--- src/rtl/disc_layer3_feeder.sv ---
// Initiator side of the layer-3 start/done interface: packs N_IN serial Q8.8
// activations into a flat frame, starts layer 3 and returns its result.
module disc_layer3_feeder #(
    parameter int N_IN    = 32,
    parameter int DATA_W  = 16,
    parameter int TIMEOUT = 64
) (
    input  logic                   clk,
    input  logic                   rst_n,
    input  logic [DATA_W-1:0]      in_data,
    input  logic                   in_valid,
    input  logic                   in_last,
    output logic                   in_ready,
    output logic [N_IN*DATA_W-1:0] l3_flat_input,
    output logic                   l3_start,
    input  logic [DATA_W-1:0]      l3_score,
    input  logic                   l3_decision,
    input  logic                   l3_done,
    output logic [DATA_W-1:0]      res_score,
    output logic                   res_real,
    output logic                   res_timeout,
    output logic                   res_valid,
    input  logic                   res_ready,
    output logic                   frame_err
);

    localparam int IDX_W = (N_IN > 1) ? $clog2(N_IN) : 1;
    localparam int TMR_W = $clog2(TIMEOUT);
    localparam logic [IDX_W-1:0] IDX_LAST = IDX_W'(N_IN - 1);
    localparam logic [TMR_W-1:0] TMR_LAST = TMR_W'(TIMEOUT - 1);

    localparam logic [1:0] S_COLLECT = 2'd0;
    localparam logic [1:0] S_FIRE    = 2'd1;
    localparam logic [1:0] S_WAIT    = 2'd2;
    localparam logic [1:0] S_HOLD    = 2'd3;

    logic [1:0]             state_q, state_d;
    logic [IDX_W-1:0]       idx_q, idx_d;
    logic [N_IN*DATA_W-1:0] flat_q, flat_d;
    logic                   start_q, start_d;
    logic [TMR_W-1:0]       timer_q, timer_d;
    logic [DATA_W-1:0]      score_q, score_d;
    logic                   real_q, real_d;
    logic                   tmo_q, tmo_d;
    logic                   valid_q, valid_d;
    logic                   ferr_q, ferr_d;

    assign in_ready      = (state_q == S_COLLECT);
    assign l3_flat_input = flat_q;
    assign l3_start      = start_q;
    assign res_score     = score_q;
    assign res_real      = real_q;
    assign res_timeout   = tmo_q;
    assign res_valid     = valid_q;
    assign frame_err     = ferr_q;

    always_comb begin
        state_d = state_q;
        idx_d   = idx_q;
        flat_d  = flat_q;
        start_d = 1'b0;
        timer_d = timer_q;
        score_d = score_q;
        real_d  = real_q;
        tmo_d   = tmo_q;
        valid_d = valid_q;
        ferr_d  = 1'b0;
        case (state_q)
            S_COLLECT: begin
                if (in_valid) begin
                    for (int unsigned k = 0; k < N_IN; k++) begin
                        if (idx_q == IDX_W'(k)) flat_d[k*DATA_W +: DATA_W] = in_data;
                    end
                    // Length is authoritative: a full frame fires regardless of in_last.
                    if (idx_q == IDX_LAST) begin
                        state_d = S_FIRE;
                        idx_d   = '0;
                        start_d = 1'b1;
                    end else if (in_last) begin
                        ferr_d = 1'b1;
                        idx_d  = '0;
                    end else begin
                        idx_d = idx_q + IDX_W'(1);
                    end
                end
            end
            S_FIRE: begin
                timer_d = '0;
                state_d = S_WAIT;
            end
            S_WAIT: begin
                if (l3_done) begin
                    score_d = l3_score;
                    real_d  = l3_decision;
                    tmo_d   = 1'b0;
                    valid_d = 1'b1;
                    state_d = S_HOLD;
                end else if (timer_q == TMR_LAST) begin
                    score_d = '0;
                    real_d  = 1'b0;
                    tmo_d   = 1'b1;
                    valid_d = 1'b1;
                    state_d = S_HOLD;
                end else begin
                    timer_d = timer_q + TMR_W'(1);
                end
            end
            S_HOLD: begin
                if (res_ready) begin
                    valid_d = 1'b0;
                    idx_d   = '0;
                    state_d = S_COLLECT;
                end
            end
            default: state_d = S_COLLECT;
        endcase
    end

    always_ff @(posedge clk or negedge rst_n) begin
        if (!rst_n) begin
            state_q <= S_COLLECT;
            idx_q   <= '0;
            flat_q  <= '0;
            start_q <= 1'b0;
            timer_q <= '0;
            score_q <= '0;
            real_q  <= 1'b0;
            tmo_q   <= 1'b0;
            valid_q <= 1'b0;
            ferr_q  <= 1'b0;
        end else begin
            state_q <= state_d;
            idx_q   <= idx_d;
            flat_q  <= flat_d;
            start_q <= start_d;
            timer_q <= timer_d;
            score_q <= score_d;
            real_q  <= real_d;
            tmo_q   <= tmo_d;
            valid_q <= valid_d;
            ferr_q  <= ferr_d;
        end
    end

endmodule

--- config.mk ---
export PLATFORM = sky130hd
export DESIGN_NAME = disc_layer3_feeder
export DESIGN_NICKNAME = d
export VERILOG_FILES = /design/src/rtl/disc_layer3_feeder.sv
export SDC_FILE = /design/constraint.sdc
export NUM_CORES = 1
export LEC_CHECK = 0
export CAP_MARGIN = 20
export CORE_AREA = 2 2 225 227
export DETAILED_ROUTE_END_ITERATION = 12
export DIE_AREA = 0 0 227 229
export MAX_ROUTING_LAYER = met4
export PLACE_DENSITY = 0.75
export SYNTH_ARGS = -nofsm -noshare
export SYNTH_HDL_FRONTEND = slang
export SYNTH_SLANG_ARGS = --single-unit
--- constraint.sdc ---
create_clock -name clk -period 2.9 [get_ports clk]
set_input_delay 0.58 -clock clk [delete_from_list [all_inputs] [get_ports clk]]
set_output_delay 0.58 -clock clk [all_outputs]
set_load 0.02 [all_outputs]
Yosys cells after proc, flatten, opt, wreduce, memory -nomap -nowiden
Cells that the tools add are included.

Flip-flop bits (word level): 546. Input bits: 39. Output and inout bits: 534.

$add $sub $neg: 2. Eq/ne operators: 41. Multiplexer cells: 30. Reductions and logical operators: 43.

Operator list (number): 3-bit AND reduction (35); 5-bit equality test, second input constant (16); 5-bit by 4-bit equality test with 1-bit output, second input constant (8); 16-bit 2-to-1 mux (2); 5-bit by 3-bit equality test with 1-bit output, second input constant (4); 5-bit 2-to-1 mux (4); 1-bit 2-to-1 mux (13); 6-bit 2-to-1 mux (2); 6-bit one-hot mux with 2 select lines (1); 5-bit by 2-bit equality test with 1-bit output, second input constant (2); 2-bit 2-to-1 mux (5); 5-bit one-hot mux with 2 select lines (1); 2-bit != test, second input constant (4); 2-bit one-hot mux with 4 select lines (1); 2-bit nonzero test (4); 6-bit by 1-bit adder with 6-bit output, second input constant (1); 6-bit equality test, second input constant (1); 5-bit by 1-bit adder with 5-bit output, second input constant (1); 5-bit by 1-bit equality test with 1-bit output, second input constant (1); 5-bit logical NOT (1); 2-bit equality test, second input constant (2); 4-bit AND reduction (1); 3-bit != test, second input constant (1); 2-bit by 1-bit equality test with 1-bit output, second input constant (1); 4 further kinds (4).

Longest topological paths before layout
Gate-level depths: netlist of run 1.

Depth in word-level cells: 5. Depth in mapped cells: 7. Mapped depth without buffers: 6.

Least setup slack after synthesis of run 1
Ideal clock, no wire load.

Path kind: register to register. Start: reg state_q[0]. End: reg flat_q[277] (netlist: l3_flat_input[277]). Library setup time: 125 ps. Arrival time: 2156 ps. Setup slack: 619 ps. Cell stages (with the launch flop): 8. Cells stage by stage: dfrtp_1 -> inv_1 -> ha_1 -> buf_4 -> nand2_2 -> nor3_2 -> buf_4 -> mux2_2.

Longest elaborated chain between the ends: 2.

Ends and longest elaborated chain: start: declaration (line 37) `logic [1:0] state_q, state_d;`; start signal: assignment (line 132) `state_q <= state_d;`; 2-bit logical NOT; via in_ready (line 13) `output logic in_ready,`; 3-bit AND reduction (no line); end signal: assignment (line 134) `flat_q <= flat_d;`; end: declaration (line 39) `logic [N_IN*DATA_W-1:0] flat_q, flat_d;`.

The timed path passes the listed nets, and every way through them passes these cells. A chain may end at the register's enable or synchronous reset.

Worst setup path after layout of run 1
Start: reg state_q[0]. End: out in_ready.

Longest elaborated chain between the ends: 1.

Ends and longest elaborated chain: 2-bit logical NOT (line 48) `assign in_ready = (state_q == S_COLLECT);`; end: declaration (line 13).

Every way passes these cells.

==> results by group, run 1 <==
Synthesis
  – Simple logic cell fraction of the synthesized area: 3.96%
  – Top cell types by occurrence after synthesis: dfrtp_1 (546), mux2_2 (512), clkbuf_1 (60)
  – Dominant cells by area after synthesis: dfrtp_1 (64%), mux2_2 (27%), clkbuf_1 (1.1%)
  – Most used DFF post-synth: dfrtp_1
  – Synth Area in Compound Gates: 1.89%
  – Adder-Cell Fraction of Synth Area: 0.760%
  – Yosys Warn Count: 0
  – Syn_nets: 1418
  – Sequential cell area fraction in the yosys report: 63.9%
  – Post-Syn Area: 21400 um^2
  – Synthesis-stage register bit count: 546
  – Mux share of post-synthesis cell area: 27.0%
  – XOR/XNOR share of the synthesized area: 0%
  – Syn Area/Cell: 15.7 um^2
  – Ys async rst share: 100%
  – Synth cell types: 50
  – Largest family of logic cells by synthesized area: multiplexers
  – Post-synthesis instance total: 1366
  – Synth area leader: dfrtp_1
  – Top-count cell post-synth: dfrtp_1
  – EDFF count, synth: 0
  – Synth top area share: 63.9%

Drt
  – DRT iter0 DRCs: 604
  – Via density: 5.24
  – Wire length per cell: 24.6 um
  – Antenna-violating nets left: 0
  – Routed vias: 14000
  – Pre-Repair DR Iteration Count: 5
  – DRC: 0
  – WL final: 65.8 mm

Critical path
  – Critical path class: flip-flop to output pin
  – Data required time of the worst path: 2.32 ns
  – Register-to-Register Path Depth: 5
  – Crit path max fanout: 13
  – Worst Path Arrival: 2.13 ns
  – Startpoint types: flip-flop
  – Crit path capture type: output pin

Final layout
  – Fill cells: 3857
  – Share of layout cells above drive strength 1: 34.9%
  – Nets: 2013
  – Layout area overhead: 40.3%
  – Register Area: 13700 um^2
  – Multi-input logic area: 7270 um^2

Timing
  – Minimum clock period: 2.71 ns
  – Final TNS setup: 0 ns
  – Slew Viols, Final: 0
  – Fin crit share: 93.5%
  – Final Setup Violations: 0
  – Final Skew: 0.0204 ns
  – Worst Max-Slew Pin Slew: 0.841 ns
  – Fmax: 0.369 GHz
  – Worst relative slew slack: 44.0%
  – RSZ-0062 raised after global routing: no
  – Final hold vios: 0

Placed design
  – Port Buffers: 572
  – Dpl hpwl: 45.3 mm
  – Final Wtd Congestion: 0.820

Floorplan
  – Initial Util: 43.1%
  – Core ar.: 49700 um^2
  – I/O pin cnt: 573
  – Die width: 227 um
  – Die H: 229 um
  – FP Rows: 82
  – Die area: 52000 um^2

Power
  – Power Total: 23.3 mW
  – Worst VDD drop: 0.000589 V
  – Leak Pwr: 13.8 nW
  – P per Cell Area: 776 nW/um^2

Global route
  – Grt total ovfl: 0
  – Initial antenna violation count: 3
  – Largest net degree at the start of global routing: 76
  – First-pass GRT wire length: 98.5 mm
  – Vias in the first global route: 14800
  – Tot GR Track Use: 26.3%

Clocking
  – Clock slew at reported path FFs: 0.06 ns
  – Root buffer cell: clkbuf_16
  – TritonCTS clock tree: built
  – Cts bufs inserted: 56
  – CTS sink count: 546
  – CTS max path bufs: 3
  – # H-tree levels: 2
  – Worst-Skew Late Latency: 0.61 ns

Hold path
  – Hold path depth: 2
  – Tightest Hold Check Type: flip-flop to flip-flop

Flow run
  – Max Cap Violations: 0

Outcome
  – Status: complete, no violations
-- placed cells by master, fill, tap and decap left out, types with 10 or more instances in the layout --
cell               n
clkdlybuf4s50_1  568
dfrtp_1          546
mux2_2           512
clkbuf_16         57
buf_4             54
nor2b_1           22
and3_1            19
a311o_1           17
clkbuf_1          15
nor2_2            14
buf_12            13
ha_1              12
clkbuf_8          12
nand3_1           11
inv_1             10
nand2_1           10
o21ai_0           10
clkinv_2          10
-- critical path: stages, from the launching register on --
cell and delay, ns:
dfrtp_1 0.42, inv_1 0.18, ha_4 0.27, clkdlybuf4s50_1 0.67
-- final timing paths --
path | from | endpoint | slack (ns)
max in group asynchronous | rst_n | l3_flat_input[90]$_DFFE_PN0P_ | 1.54
setup / recovery | state_q[0]$_DFFE_PN0P_ | in_ready | 0.19
setup reg to reg | idx_q[2]$_DFFE_PN0P_ | state_q[0]$_DFFE_PN0P_ | 0.67
hold reg to reg | res_timeout$_DFFE_PN0P_ | res_timeout$_DFFE_PN0P_ | 0.50
hold / removal | res_timeout$_DFFE_PN0P_ | res_timeout$_DFFE_PN0P_ | 0.50
min in group asynchronous | rst_n | l3_flat_input[277]$_DFFE_PN0P_ | 0.54
-- routing by layer --
| layer | vias to the layer above | GRT usage [%] | wire length, um |
|---|---|---|---|
| met1 | 7382 | 31.8 | 26200 |
| met4 | 0 | 8.60 | 2260 |
| met2 | 463 | 42.2 | 32200 |
| met5 | - | - | 0 |
| li1 | 6057 | - | - |
| met3 | 121 | 7.86 | 5170 |
-- registers in the layout, summed over array words and instances, names as in the netlist --
| signal | flops |
|---|---|
| res_real | 1 |
| l3_start | 1 |
| res_valid | 1 |
| timer_q | 6 |
| l3_flat_input | 512 |
| res_timeout | 1 |
| frame_err | 1 |
| idx_q | 5 |
| res_score | 16 |
| state_q | 2 |
-- through the flow --
stage               cell area, um^2  worst slack, ns  hold WS (ns)  instances  utilization [%]
floorplan                     21400            0.619         0.284       1366                -
global placement              28200            0.224         0.487       2574             56.7
detailed placement            28200            0.214         0.493       2574             56.7
CTS                           30000           0.0374         0.505       2676             60.4
global route                  30000           0.0929         0.512       2677             60.5
finish                        30000            0.189         0.499       2677             60.5
-- power by group --
group          switching, mW  internal [mW]
registers              0.745           8.80
clock network           2.96           4.17
logic                   3.45           3.16
-- cell families (layout without fill, tap and decap cells) --
group / Yosys count / count (layout)
adders and majority gates: 13 / 13
and+or+nand+nor: 129 / 129
buffers and inverters: 114 / 752
AOI/OAI and AO/OA: 51 / 51
DFF: 546 / 546
other: 0 / 1
muxes: 513 / 513
-- area by class of cell --
cell class | instances | area share [%]
multi-input cells | 706 | 24.2
inverters | 11 | 0.138
clock buffers | 84 | 5.49
well taps | 672 | 2.80
repair buffers | 640 | 21.3
flip-flops and latches | 546 | 45.5
clock inverters | 17 | 0.579
diodes | 1 | 0.00833
-- timing repair --
action,4_1_cts,5_1_grt
endpoints found under the hold margin,48,0
endpoints found under the setup margin,1,1
gates resized for setup,1,1
hold buffers,1,0
buffers inserted,0,0
(Power assumes the default switching activity.)
==> inputs of run 2 (changes only) <==
--- a/config.mk
+++ b/config.mk
@@ -9,6 +9,7 @@
 export CORE_AREA = 2 2 225 227
 export DETAILED_ROUTE_END_ITERATION = 12
 export DIE_AREA = 0 0 227 229
+export GPL_ROUTABILITY_DRIVEN = 0
 export MAX_ROUTING_LAYER = met4
 export PLACE_DENSITY = 0.75
 export SYNTH_ARGS = -nofsm -noshare
==> results of run 2 <==
Final layout, timing and power as in run 1 (identical DEF).
